`config.mk`:
```
export PLATFORM = sky130hd
export DESIGN_NAME = jk_reg_bank
export DESIGN_NICKNAME = d
export VERILOG_FILES = /design/src/rtl/jk_reg_bank.sv
export SDC_FILE = /design/constraint.sdc
export NUM_CORES = 1
export LEC_CHECK = 0
export CORE_MARGIN = 5
export CORE_UTILIZATION = 30
export CTS_CLUSTER_SIZE = 28
export DETAILED_ROUTE_END_ITERATION = 10
export MAX_ROUTING_LAYER = met4
export PLACE_DENSITY_LB_ADDON = 0.08
export RECOVER_POWER = 100
export SYNTH_ARGS = -nofsm -noshare
export SYNTH_HDL_FRONTEND = slang
export SYNTH_SLANG_ARGS = --single-unit
```
`constraint.sdc`:
```
create_clock -name clk -period 6 [get_ports clk]
set_clock_uncertainty 0.15 [all_clocks]
set_input_delay 1.2 -clock clk [delete_from_list [all_inputs] [get_ports clk]]
set_output_delay 1.2 -clock clk [all_outputs]
set_load 0.02 [all_outputs]
```
`src/rtl/jk_reg_bank.sv`:
```
// WIDTH-bit bank of flip-flops sharing one run-time mode (JK, SR, D or T),
// with sync clear, parallel load, enable, change reporting and a sticky SR-conflict flag.
module jk_reg_bank #(
  parameter int               WIDTH     = 8,
  parameter logic [WIDTH-1:0] RESET_VAL = '0
) (
  input  logic                       clk,
  input  logic                       reset,
  input  logic                       en,
  input  logic [1:0]                 mode,
  input  logic                       sclr,
  input  logic                       load,
  input  logic [WIDTH-1:0]           d_load,
  input  logic [WIDTH-1:0]           j,
  input  logic [WIDTH-1:0]           k,
  output logic [WIDTH-1:0]           q,
  output logic [WIDTH-1:0]           qn,
  output logic [WIDTH-1:0]           changed,
  output logic [$clog2(WIDTH+1)-1:0] chg_cnt,
  output logic                       sr_err,
  input  logic                       err_clr
);

  localparam int CNT_W = $clog2(WIDTH + 1);

  typedef enum logic [1:0] {
    MODE_JK = 2'b00,
    MODE_SR = 2'b01,
    MODE_D  = 2'b10,
    MODE_T  = 2'b11
  } mode_e;

  mode_e            mode_sel;
  logic [WIDTH-1:0] q_q, q_d;
  logic [WIDTH-1:0] changed_q, changed_d;
  logic [CNT_W-1:0] chg_cnt_q, chg_cnt_d;
  logic             sr_err_q, sr_err_d;
  logic             sr_set;

  assign mode_sel = mode_e'(mode);

  // Next-state selection: sclr > load > en > hold.
  always_comb begin
    // NOTE: every signal assigned here gets a default first, so no path can infer a latch.
    q_d    = q_q;
    sr_set = 1'b0;
    if (sclr) begin
      q_d = '0;
    end else if (load) begin
      q_d = d_load;
    end else if (en) begin
      unique case (mode_sel)
        MODE_JK: q_d = (j & ~q_q) | (~k & q_q);
        // S=R=1 keeps the bit as it was; the conflict is only flagged.
        MODE_SR: begin
          q_d    = (j & ~k) | (q_q & (j | ~k));
          sr_set = |(j & k);
        end
        MODE_D:  q_d = j;
        MODE_T:  q_d = q_q ^ j;
      endcase
    end
  end

  always_comb begin
    changed_d = q_d ^ q_q;
    chg_cnt_d = '0;
    for (int i = 0; i < WIDTH; i++) begin
      chg_cnt_d = chg_cnt_d + CNT_W'(changed_d[i]);
    end
  end

  // A new conflict on the same edge as err_clr keeps the flag set.
  always_comb begin
    sr_err_d = sr_err_q;
    if (sr_set) begin
      sr_err_d = 1'b1;
    end else if (err_clr) begin
      sr_err_d = 1'b0;
    end
  end

  always_ff @(posedge clk or posedge reset) begin
    // NOTE: state registers use non-blocking assignments so every flop samples pre-edge values.
    if (reset) begin
      q_q       <= RESET_VAL;
      changed_q <= '0;
      chg_cnt_q <= '0;
      sr_err_q  <= 1'b0;
    end else begin
      q_q       <= q_d;
      changed_q <= changed_d;
      chg_cnt_q <= chg_cnt_d;
      sr_err_q  <= sr_err_d;
    end
  end

  assign q       = q_q;
  assign qn      = ~q_q;
  assign changed = changed_q;
  assign chg_cnt = chg_cnt_q;
  assign sr_err  = sr_err_q;

endmodule

```
**Yosys cells after proc, flatten, opt, wreduce, memory -nomap -nowiden**

Index checks and enable logic that the tools add are counted.

- Logic and storage cells: 39
- Bits in registers: 21
- Input bits: 32

- Muxes and demuxes: 10
- Bitwise logic cells: 12
- Reduce and logical (&&, ||, !) cells: 3
- Add/sub/neg operators: 7
- Equality and inequality tests: 3

Operators with widths:

| operator | number |
|---|---|
| $and A8 B8 Y8 | 5 |
| $pmux W8 S4 | 1 |
| $mux W8 | 3 |
| $or A8 B8 Y8 | 3 |
| $add A4 B1 Y4 | 4 |
| $not A8 Y8 | 2 |
| $xor A8 B8 Y8 | 2 |
| $reduce_or A8 Y1 | 1 |
| $mux W1 | 6 |
| $add A3 B1 Y4 | 1 |
| $eq A2 B2 Y1 const B | 2 |
| $add A2 B1 Y3 | 1 |
| $add A1 B1 Y2 | 1 |
| $eq A2 B1 Y1 const B | 1 |
| $logic_not A2 Y1 | 1 |
| $reduce_bool A2 Y1 | 1 |

**Longest topological paths before layout**

- Depth in word-level cells: 16
- Gate-level depth with buffers: 15
- Gate-level depth less buffers: 13

**Worst setup path after synthesis**

OpenSTA, ideal clock, no wires.

- Kind: input -> register
- Start: input port en
- End: register chg_cnt_q[2], in the netlist chg_cnt[2]
- Arrival time: 4.273 ns
- Cell stages on the path: 15
- Path slack: 1.454 ns
- Cell sequence: buf_4 nor2b_1 buf_4 inv_2 nor2_1 a211o_1 fa_1 fa_1 inv_1 fa_1 inv_1 ha_1 inv_1 fa_1 xnor2_1

- Word-level cells in the longest chain between the ends: 11

RTL lines:

| item | line | text |
|---|---|---|
| from (decl) | 9 | `input logic en,` |
| $mux W8 | 51 | `end else if (en) begin` |
| $mux W8 | 49 | `end else if (load) begin` |
| $mux W8 | 47 | `if (sclr) begin` |
| $xor A8 B8 Y8 | 66 | `changed_d = q_d ^ q_q;` |
| via changed_d[0] | 35 | `logic [WIDTH-1:0] changed_q, changed_d;` |
| $add A1 B1 Y2 | 69 | `chg_cnt_d = chg_cnt_d + CNT_W'(changed_d[i]);` |
| $add A2 B1 Y3 | 69 |  |
| $add A3 B1 Y4 | 69 |  |
| $add A4 B1 Y4 (4 in a row) | 69 |  |
| via chg_cnt_d[2] | 36 | `logic [CNT_W-1:0] chg_cnt_q, chg_cnt_d;` |
| to (signal assigned) | 93 | `chg_cnt_q <= chg_cnt_d;` |
| to (decl) | 36 |  |

The timed path passes the listed nets, and every way through them passes these cells.
A chain may end at the register's enable or synchronous reset.

**Worst setup path after layout**

- Start: input port mode[1]
- End: register chg_cnt_q[2], in the netlist chg_cnt[2]

- Word-level cells in the longest chain between the ends: 13
- Elaborated cells on any way between the ends: 16

RTL lines:

| item | line | text |
|---|---|---|
| from (decl) | 10 | `input logic [1:0] mode,` |
| $eq A2 B2 Y1, or another cell as far along | 52 | `unique case (mode_sel)` |
| $pmux W8 S4 (*) | 52 |  |
| $mux W8 (*) | 51 |  |
| $mux W8 (*) | 49 |  |
| $mux W8 (*) | 47 |  |
| $xor A8 B8 Y8 (*) | 66 |  |
| via changed_d[0] | 35 |  |
| $add A1 B1 Y2 (*) | 69 |  |
| $add A2 B1 Y3 (*) | 69 |  |
| $add A3 B1 Y4 (*) | 69 |  |
| $add A4 B1 Y4 (*) (4 in a row) | 69 |  |
| via chg_cnt_d[2] | 36 |  |

The timed path passes the listed nets; every way through them passes the cells marked *.

==> metrics.yaml <==
power:
  power_frac_clock_pct: 19.5
  intPower_mw: 0.3195
  pwr-share-comb_pct: 46.1
  power.switching_mw: 0.1963
  power.density_nw_per_um2: 215.7
  ir_drop_mv: 0.1812
  seqPwrFrac_pct: 34.4
  leakagePower_nw: 1.063
  switching_share_pct: 38.06
synth:
  synth.cell_area_um2: 1689
  synth_warnings: 0
  syn_area_per_cell_um2: 8.752
  syn_nets: 232
  synth_cell_types: 39
  syn-instance-count: 193
  synth_seq_area_share_pct: 31.11
  ys_seq_elements: 21
hold_path:
  hold_class: "flip-flop to flip-flop"
sta:
  max_slew_margin_pct: 40.22
  period_share_pct: 87.88
  final_max_slew_viol_count: 0
  finalSetupViolCount: 0
  finalHoldViolCount: 0
  tns_ps: 0
  layout_min_cycle_time_ps: 5273
  rsz0062_at_grt: "no"
  worst_slew_pin_slew_ps: 895.7
  fmax_ghz: 0.1897
layout:
  drive_gt1_share_pct: 6.275
  diodes: 0
  fin_nets: 295
  nFillCells: 560
  seqCellArea_um2: 525.5
  mostFrequentLayoutCell: "dlygate4sd3_1"
  layout_common_cells: "32 x dlygate4sd3_1, 28 x clkdlybuf4s50_1, 24 x inv_1"
  synthToLayoutAreaGrowth_pct: 41.56
  final_core_util_pct: 43.69
  multiInputGateArea_um2: 991.0
clock_network:
  numCtsBuffers: 3
  cts_setup_buffers: 0
  cts_tree: "built"
  cts_max_level: 1
  cts_resized: 0
  hold_buffers: 0
  cts_root_buffer: "clkbuf_8"
  clock-sinks: 21
  ctsLongestPathBuffers: 2
  clk_pin_slew_ps: 80
  insertion_delay_ps: 270
floorplanning:
  die_w_um: 85.04
  io_pins: 61
  start_util_pct: 30.86
  die_y_um: 85.04
  dieArea_um2: 7231
  core_um2: 5473
  rows: 27
routing:
  wl_per_cell_um: 16.63
  wl_mm: 5.439
  firstDrtPassIters: 4
  postRouteAntennaNets: 0
  route.vias.total: 1657
  via_per_inst: 5.067
  drc: 0
  drtIter0Drc: 53
grt:
  antenna_found_initial: 0
  grt_usage_pct: 16.27
  grt_pass1_wl_mm: 9.032
  grt_pass1_vias: 1700
  grt_max_degree: 22
  overflow: 0
critical_path:
  crit_path_end_kind: "flip-flop"
  crit_family: "adder cells"
  cp-start-kind: "input port"
  required_ps: 6010
  crit_path_max_fanout: 8
  critPathKind: "input port to flip-flop"
  cpMaxStageDelayCell: "dlygate4sd3_1"
  crit_buf_inv: 4
  path_cells: "dlygate4sd3_1 > and2_0 > a31oi_1 > o211ai_1 > a211o_1 > fa_1 > fa_1 > inv_1 > fa_1 > inv_1 > ha_1 > inv_1 > fa_1 > xnor2_1"
  arrival_ps: 5280
  cp_common_cell: "fa_1"
  max_stage_delay_ps: 660
place:
  hpwl_mm: 4.077
  gp_congestion: 0.8556
  portBuffers: 60
run_status:
  outcome: "finished clean"
flow_run:
  maxCapViolations: 0
## sequential cells by signal, summed over array words and instances (netlist names)
name	cells
changed	8
sr_err	1
q	8
chg_cnt	4
## cell type report
class	count	share of cell area (%)
inverter	25	3.925
timing repair buffer	67	27.00
sequential	21	21.98
tap	72	3.768
multi-input combinational	138	41.44
clock buffer	4	1.884
## worst reg2reg max path, cell delays in order, from the launching register on
cell	delay (ps)
dfrtp_1	440
a31oi_1	160
o211ai_1	130
a211o_1	320
fa_1	520
fa_1	500
inv_1	50
fa_1	440
inv_1	70
ha_1	160
inv_1	60
fa_1	370
xnor2_1	130
## power by group through the flow
stage	Combinational (mW)	Clock, mW	Sequential [mW]
after floorplan	0.115	0	0.206
after global placement	0.253	0	0.182
after detailed placement	0.252	0	0.180
after CTS	0.253	0.103	0.179
after global routing	0.268	0.111	0.181
final	0.238	0.100	0.178
## routing by layer
layer / wire length, µm / part of all wire, % / global-route usage [%]
met2: 2477 / 46 / 24.65
met1: 2615 / 48 / 22.20
met4: 85 / 1.6 / 4.604
met3: 262 / 4.8 / 2.913
met5: 0 / 0 / -
## Yosys cell counts (all sizes together)
cell / n / area share (%)
a211oi: 6 / 2.7
inv: 25 / 5.6
a21o: 6 / 2.7
nand4b: 1 / 0.52
nand3b: 1 / 0.44
ha: 3 / 2.2
o211ai: 7 / 3.1
nand3: 11 / 3.3
o22ai: 2 / 1.5
fa: 4 / 4.7
o21ai: 1 / 0.30
nor3: 6 / 1.8
xnor2: 1 / 0.52
nand2: 17 / 3.8
nand4: 1 / 0.37
o211a: 4 / 2.4
a311oi: 2 / 1.8
nor2: 7 / 1.7
dfrtp: 21 / 31
nor3b: 12 / 5.3
or3: 2 / 0.74
nor4b: 1 / 0.52
or2: 1 / 0.52
mux2i: 7 / 4.1
a21oi: 12 / 4.0
nand2b: 1 / 0.37
a31oi: 5 / 1.9
a2bb2oi: 1 / 0.89
a22oi: 4 / 1.8
and2: 1 / 0.37
a311o: 1 / 0.59
buf: 9 / 4.1
nor2b: 5 / 1.9
a211o: 5 / 2.6
## logic make-up (layout without fill, tap and decap cells)
kind of cell	after synthesis	after routing	share of synthesized area (%)
xor+xnor	1	1	0.5186
flops	21	21	31.11
mux	7	7	4.148
compound gates	56	56	26.07
simple gates	67	67	21.56
buf+inv	34	96	9.629
fa+ha+maj	7	7	6.963
## worst paths after layout
path	from	endpoint	slack [ps]	cells after the start
setup / recovery	mode[1]	chg_cnt[2]	730	14
hold / removal	sr_err	sr_err	380	2
max in group asynchronous	reset	chg_cnt[1]	3740	2
setup reg to reg	q[0]	chg_cnt[2]	2390	12
min in group asynchronous	reset	q[1]	1410	2
hold reg to reg	sr_err	sr_err	380	2
## per-stage QoR
step / power, mW / std cells / setup WS [ps] / instance area, µm² / hold slack, ps
6_report: 0.5158 / 327 / 727.2 / 2391 / 384.6
5_1_grt: 0.5606 / 327 / 530.3 / 2391 / 435.4
4_1_cts: 0.5356 / 327 / 904.4 / 2409 / 391.7
3_5_place_dp: 0.4325 / 323 / 641.4 / 2364 / 376.2
3_3_place_gp: 0.4356 / 323 / 671.2 / 2364 / 379.5
2_1_floorplan: 0.3212 / 193 / 1454 / 1689 / 455.8
Note: power is estimated with default switching activity, not from simulation.
